==> src/rtl/mem_access_unit.sv <==
// -----------------------------------------------------------------------------
// mem_access_unit
//
// Memory stage of the RV32IM five-stage pipeline. Takes the execute stage's
// M-stage outputs, runs the data-memory request/ready handshake, builds store
// byte enables and lane-replicated store data, aligns and extends load data,
// flags misaligned accesses, and owns the MEM/WB pipeline register. While a
// memory access is waiting on the memory, StallM freezes the upstream stages.
//
// Ports:
//   CLK, RST                 clock, synchronous active-high reset
//   RegWriteM, MemWriteM     register write enable / store flag from execute
//   ResultSrcM[2:0]          writeback select (3'b001 = load)
//   LoadControlM[2:0]        LB/LH/LW/LBU/LHU select
//   StoreControlM[2:0]       SB/SH/SW select
//   rdM[4:0]                 destination register
//   ALUResultM[31:0]         effective address / ALU result
//   WriteDataM[31:0]         right-justified store data
//   PCPlus4M, PCTargetM      passed through to writeback
//   DMemRData[31:0]          memory read word
//   DMemReady                memory completes the current request this cycle
//   DMemReq, DMemWe          request strobe and write flag
//   DMemAddr[31:0]           word-aligned access address
//   DMemWData[31:0]          lane-replicated store data
//   DMemBE[3:0]              store byte enables (zero on reads)
//   StallM                   freeze F/D/E/M this cycle
//   MisalignM                misaligned access detected this cycle
//   RegWriteW ... PCTargetW  MEM/WB register outputs
// -----------------------------------------------------------------------------
module mem_access_unit (
  input  logic        CLK,
  input  logic        RST,
  input  logic        RegWriteM,
  input  logic        MemWriteM,
  input  logic [2:0]  ResultSrcM,
  input  logic [2:0]  LoadControlM,
  input  logic [2:0]  StoreControlM,
  input  logic [4:0]  rdM,
  input  logic [31:0] ALUResultM,
  input  logic [31:0] WriteDataM,
  input  logic [31:0] PCPlus4M,
  input  logic [31:0] PCTargetM,
  input  logic [31:0] DMemRData,
  input  logic        DMemReady,
  output logic        DMemReq,
  output logic        DMemWe,
  output logic [31:0] DMemAddr,
  output logic [31:0] DMemWData,
  output logic [3:0]  DMemBE,
  output logic        StallM,
  output logic        MisalignM,
  output logic        RegWriteW,
  output logic [2:0]  ResultSrcW,
  output logic [4:0]  rdW,
  output logic [31:0] ALUResultW,
  output logic [31:0] ReadDataW,
  output logic [31:0] PCPlus4W,
  output logic [31:0] PCTargetW
);

  typedef enum logic {
    S_IDLE = 1'b0,
    S_WAIT = 1'b1
  } state_t;

  state_t state_q, state_d;

  logic [1:0]  offset;
  logic [1:0]  size;        // 00 byte, 01 half, 10 word
  logic        is_load;
  logic        mem_op;
  logic        misalign;
  logic [31:0] store_data;
  logic [3:0]  store_be;
  logic [31:0] shifted;
  logic [31:0] load_ext;

  // ---------------------------------------------------------------------------
  // Access decode and misalignment
  // ---------------------------------------------------------------------------
  // NOTE: every signal driven from always_comb gets a default first, so no
  // path through the block can leave it unassigned and infer a latch.
  always_comb begin
    offset   = ALUResultM[1:0];
    is_load  = (ResultSrcM == 3'b001);
    mem_op   = is_load || MemWriteM;
    size     = MemWriteM ? StoreControlM[1:0] : LoadControlM[1:0];
    misalign = mem_op && (((size == 2'b01) && offset[0]) ||
                          ((size == 2'b10) && (offset != 2'b00)));
  end

  assign MisalignM = !RST && misalign;
  assign DMemAddr  = {ALUResultM[31:2], 2'b00};

  // ---------------------------------------------------------------------------
  // Store lane replication and byte enables
  // ---------------------------------------------------------------------------
  always_comb begin
    store_data = WriteDataM;
    store_be   = 4'b1111;
    case (StoreControlM)
      3'b000: begin
        store_data = {4{WriteDataM[7:0]}};
        store_be   = 4'b0001 << offset;
      end
      3'b001: begin
        store_data = {2{WriteDataM[15:0]}};
        store_be   = 4'b0011 << offset;
      end
      default: begin
        store_data = WriteDataM;
        store_be   = 4'b1111;
      end
    endcase
  end

  assign DMemWData = store_data;

  // ---------------------------------------------------------------------------
  // Load alignment and extension
  // ---------------------------------------------------------------------------
  assign shifted = DMemRData >> {offset, 3'b000};

  always_comb begin
    load_ext = shifted;
    case (LoadControlM)
      3'b000:  load_ext = {{24{shifted[7]}}, shifted[7:0]};
      3'b001:  load_ext = {{16{shifted[15]}}, shifted[15:0]};
      3'b100:  load_ext = {24'h000000, shifted[7:0]};
      3'b101:  load_ext = {16'h0000, shifted[15:0]};
      default: load_ext = DMemRData;
    endcase
  end

  // ---------------------------------------------------------------------------
  // Handshake FSM
  // ---------------------------------------------------------------------------
  // NOTE: sequential state uses non-blocking assignments so every flop samples
  // its inputs from before the edge, independent of block ordering.
  always_ff @(posedge CLK) begin
    if (RST) state_q <= S_IDLE;
    else     state_q <= state_d;
  end

  always_comb begin
    state_d = state_q;
    DMemReq = 1'b0;
    StallM  = 1'b0;
    if (!RST) begin
      case (state_q)
        S_IDLE: begin
          if (mem_op && !misalign) begin
            DMemReq = 1'b1;
            if (!DMemReady) begin
              StallM  = 1'b1;
              state_d = S_WAIT;
            end
          end
        end
        S_WAIT: begin
          // Upstream is frozen, so the M inputs still describe this access.
          DMemReq = 1'b1;
          if (DMemReady) state_d = S_IDLE;
          else           StallM  = 1'b1;
        end
        default: state_d = S_IDLE;
      endcase
    end
  end

  assign DMemWe = DMemReq && MemWriteM;
  assign DMemBE = DMemWe ? store_be : 4'b0000;

  // ---------------------------------------------------------------------------
  // MEM/WB pipeline register
  // ---------------------------------------------------------------------------
  always_ff @(posedge CLK) begin
    if (RST) begin
      RegWriteW  <= 1'b0;
      ResultSrcW <= 3'b000;
      rdW        <= 5'd0;
      ALUResultW <= 32'h0;
      ReadDataW  <= 32'h0;
      PCPlus4W   <= 32'h0;
      PCTargetW  <= 32'h0;
    end else if (StallM) begin
      // Bubble: kill the write, keep the data fields as they were.
      RegWriteW <= 1'b0;
      rdW       <= 5'd0;
    end else begin
      // A misaligned access is retired without a register write.
      RegWriteW  <= RegWriteM && !misalign;
      ResultSrcW <= ResultSrcM;
      rdW        <= rdM;
      ALUResultW <= ALUResultM;
      ReadDataW  <= (is_load && !misalign) ? load_ext : 32'h0;
      PCPlus4W   <= PCPlus4M;
      PCTargetW  <= PCTargetM;
    end
  end

endmodule

==> config.mk <==
export PLATFORM = sky130hd
export DESIGN_NAME = mem_access_unit
export DESIGN_NICKNAME = d
export VERILOG_FILES = /design/src/rtl/mem_access_unit.sv
export SDC_FILE = /design/constraint.sdc
export NUM_CORES = 1
export LEC_CHECK = 0
export BUFFER_PORTS_ARGS = -buffer_cell sky130_fd_sc_hd__buf_2
export CORE_MARGIN = 5
export CORE_UTILIZATION = 28
export DETAILED_ROUTE_END_ITERATION = 10
export GPL_TIMING_DRIVEN = 0
export SYNTH_ARGS = -nofsm -noshare
export SYNTH_HDL_FRONTEND = slang
export SYNTH_SLANG_ARGS = --single-unit
==> constraint.sdc <==
create_clock -name CLK -period 3.6 [get_ports CLK]
set_input_delay 0 -clock CLK [delete_from_list [all_inputs] [get_ports CLK]]
set_output_delay 0 -clock CLK [all_outputs]
set_load 0.01 [all_outputs]
==> impl_results.md <==
* Status: complete, no violations
* Crit path required time at 3.60 ns
* Mapped Area at 6750 sq um
* Final antenna-violating net count at 0
* Yosys reg bits at 138
* Core area at 23600 sq um
* Sink Count at 138
* Tmin final at 2.83 ns
* CTS Buffer Depth at 2
* IO buf count at 383
* Critical Path Max Stage Delay at 0.55 ns
* Area grow syn2layout at 62.0%
* Slew HR at 26.5%
* First-pass DRT Iterations at 6
* PwrDens at 397 nW/um^2
* Post-CTS setup buffers at 0
* Layout cell share with drive strength beyond 1 at 38.6%
* H-tree levels at 4
* CP arrival at 2.83 ns
* Number of max-cap violations at 0
* Critical Path Source Type: input pin
* Final clock skew at 0.0131 ns
* Root Buffer: clkbuf_16
* Via density at 4.82
* Initial antenna violation count at 1
* CTS buffer count at 17
* Dpl hpwl at 21200 um
* Critical Path Most Common Cell: buf_2
* Initial Util at 28.6%
* Chip width at 165 um
* Pin count of the biggest net entering global routing at 17
* Initial DRC count at 491
* Worst Hold Class: input pin to register
* Finished Layout Cells at 1649
* Top cells by area, synth: dfxtp_1, nand3b_1, a21oi_1
* Design Area, Final at 10900 sq um
* Antenna fix cells at 0
* Synth warn at 0
* Post-Synthesis Cells at 783
* Dpl cells at 1486
* WL final at 29200 um
* Final setup fails at 0
* Final Hold Viols at 0
* Crit. End Element: output port
* Post-synth top cells: dfxtp_1, a21oi_1, o21ai_1
* TritonCTS clock tree: built
* Wirelength per Cell at 17.7 um
* Setup ws final at 0.766 ns
* Worst vdd ir at 0.233 mV
* Worst-path cell chain: dlygate4sd3_1, buf_2, nor3b_1, nor2_1, o31ai_2, buf_2, nand3_1, a21oi_1, buf_2
* Tightest Pin Transition at 1.09 ns
* Overflow after GRT at 0
* CP max stage cell: dlygate4sd3_1
* First-pass GRT wire length at 43600 um
* Core Rows at 56
* Num ports at 388
* Pins Over Slew Limit at 0
* Synth area leader: dfxtp_1
* Vias in the first global route at 8129
* Post_cts resized at 0
* Syn avg cell area at 8.62 sq um
* Routability cong. at 0.827
* Sequential-to-total area share from yosys stat at 40.9%
* DP Area at 9070 sq um
* Most used flip-flop cell after synthesis: dfxtp_1
* Critical Path Fanout Max at 10
* GRT Total Usage at 20.3%
* Fillers at 2345
* Layout net count at 1496
* Worst setup path category: input pin to output port
* Die area at 27300 sq um
* Leakage at 4.93 nW
* Die Y at 165 um
* Area share of the largest cell type after synthesis at 40.9%
* Fmax at 353 MHz
* Clk Latency, worst-skew pair at 0.42 ns
* Synth unique cells at 48
* Hold Buf Count CTS at 131
* Post-synth EDFFs at 0
* Most frequent cell after synthesis: dfxtp_1
* Clock slew at reported path FFs at 0.06 ns
* # DRC at 0
* DR vias at 7947
* Fin crit share at 78.7%
* FFs w/ async S/R, synth at 0%
* Total Neg Setup Slack at 0 ns
* RSZ-0062 raised after global routing: false
* Setup WS pre-CTS at 1.20 ns
-- logic make-up (layout without fill, tap and decap cells) --
logic type	Yosys count	count (layout)	synth area share, %
compound gates	286	286	24.4
simple gates	202	202	18.8
flops	138	138	40.9
buf+inv	119	665	9.94
mux	37	37	5.86
other cells	1	2	0.0556
-- cells in the final DEF, fill, tap and decap left out, types with 17 or more instances in the layout --
cell           Yosys  final
o21ai_1          103    103
nand3b_1         101    101
a21oi_1          120    120
buf_2             20    403
mux2_2            18     18
nand2_1           19     19
dlygate4sd3_1      0    131
mux2i_1           17     17
nor2_1            44     44
dfxtp_1          138    138
clkbuf_1          43     44
o2bb2ai_1         27     27
clkbuf_16          0     17
buf_4             47     47
-- final cells by class --
| class | instances | area [sq um] | area share (%) |
|---|---|---|---|
| multi-input cells | 527 | 3320 | 30.3 |
| well taps | 319 | 399 | 3.65 |
| clock buffers | 18 | 429 | 3.92 |
| repair buffers | 514 | 3230 | 29.5 |
| flip-flops and latches | 138 | 2760 | 25.3 |
| inverters | 4 | 15.0 | 0.137 |
| clock inverters | 14 | 126 | 1.16 |
| plain buffers | 115 | 656 | 6.00 |
-- per-layer routing --
| layer | track usage (%) | part of all wire [%] | routed length, um |
|---|---|---|---|
| met5 | 0 | 0.024 | 7 |
| met4 | 6.54 | 2.4 | 698 |
| met3 | 4.86 | 7.2 | 2110 |
| met2 | 36.6 | 50 | 14600 |
| met1 | 23.6 | 40 | 11700 |
-- worst max-delay path, delay by kind of cell --
kind                   cells  cell delay, ns
AOI/OAI and AO/OA          2            0.66
buffers and inverters      4            1.23
and+or+nand+nor            3            0.94
-- per-stage QoR --
stage | total power, W | util, % | hold WS, ns
after global routing | 0.00455 | 46.3 | 0.0883
after detailed placement | 0.00258 | 38.4 | 0.249
after floorplan | 0.00217 | - | 0.0918
after global placement | 0.00257 | 38.4 | 0.249
final | 0.00434 | 46.3 | 0.0748
after CTS | 0.00438 | 46.3 | 0.0396
-- sequential cells by signal, summed over array words and instances (netlist names) --
signal,flops
ResultSrcW,3
state_q,1
ReadDataW,32
ALUResultW,32
PCTargetW,32
RegWriteW,1
PCPlus4W,32
rdW,5
-- path summary, 6_finish.rpt --
path                               startpoint      endpoint  slack, ns  cells past startpoint
worst max-delay path            ResultSrcM[2]     DMemBE[1]       0.77                      9
worst min-delay path                DMemReady  PCTargetW[1]       0.07                      3
worst max register to register        state_q   PCPlus4W[1]       2.11                      6
worst min register to register   ReadDataW[8]  ReadDataW[8]       0.46                      1
-- power by group --
group | switching [W] | internal, W | total, W
Sequential | 0.0000454 | 0.00162 | 0.00166
Combinational | 0.000532 | 0.000461 | 0.000993
Clock | 0.000773 | 0.000911 | 0.00168
No activity file was read; power rests on OpenSTA's default activity.
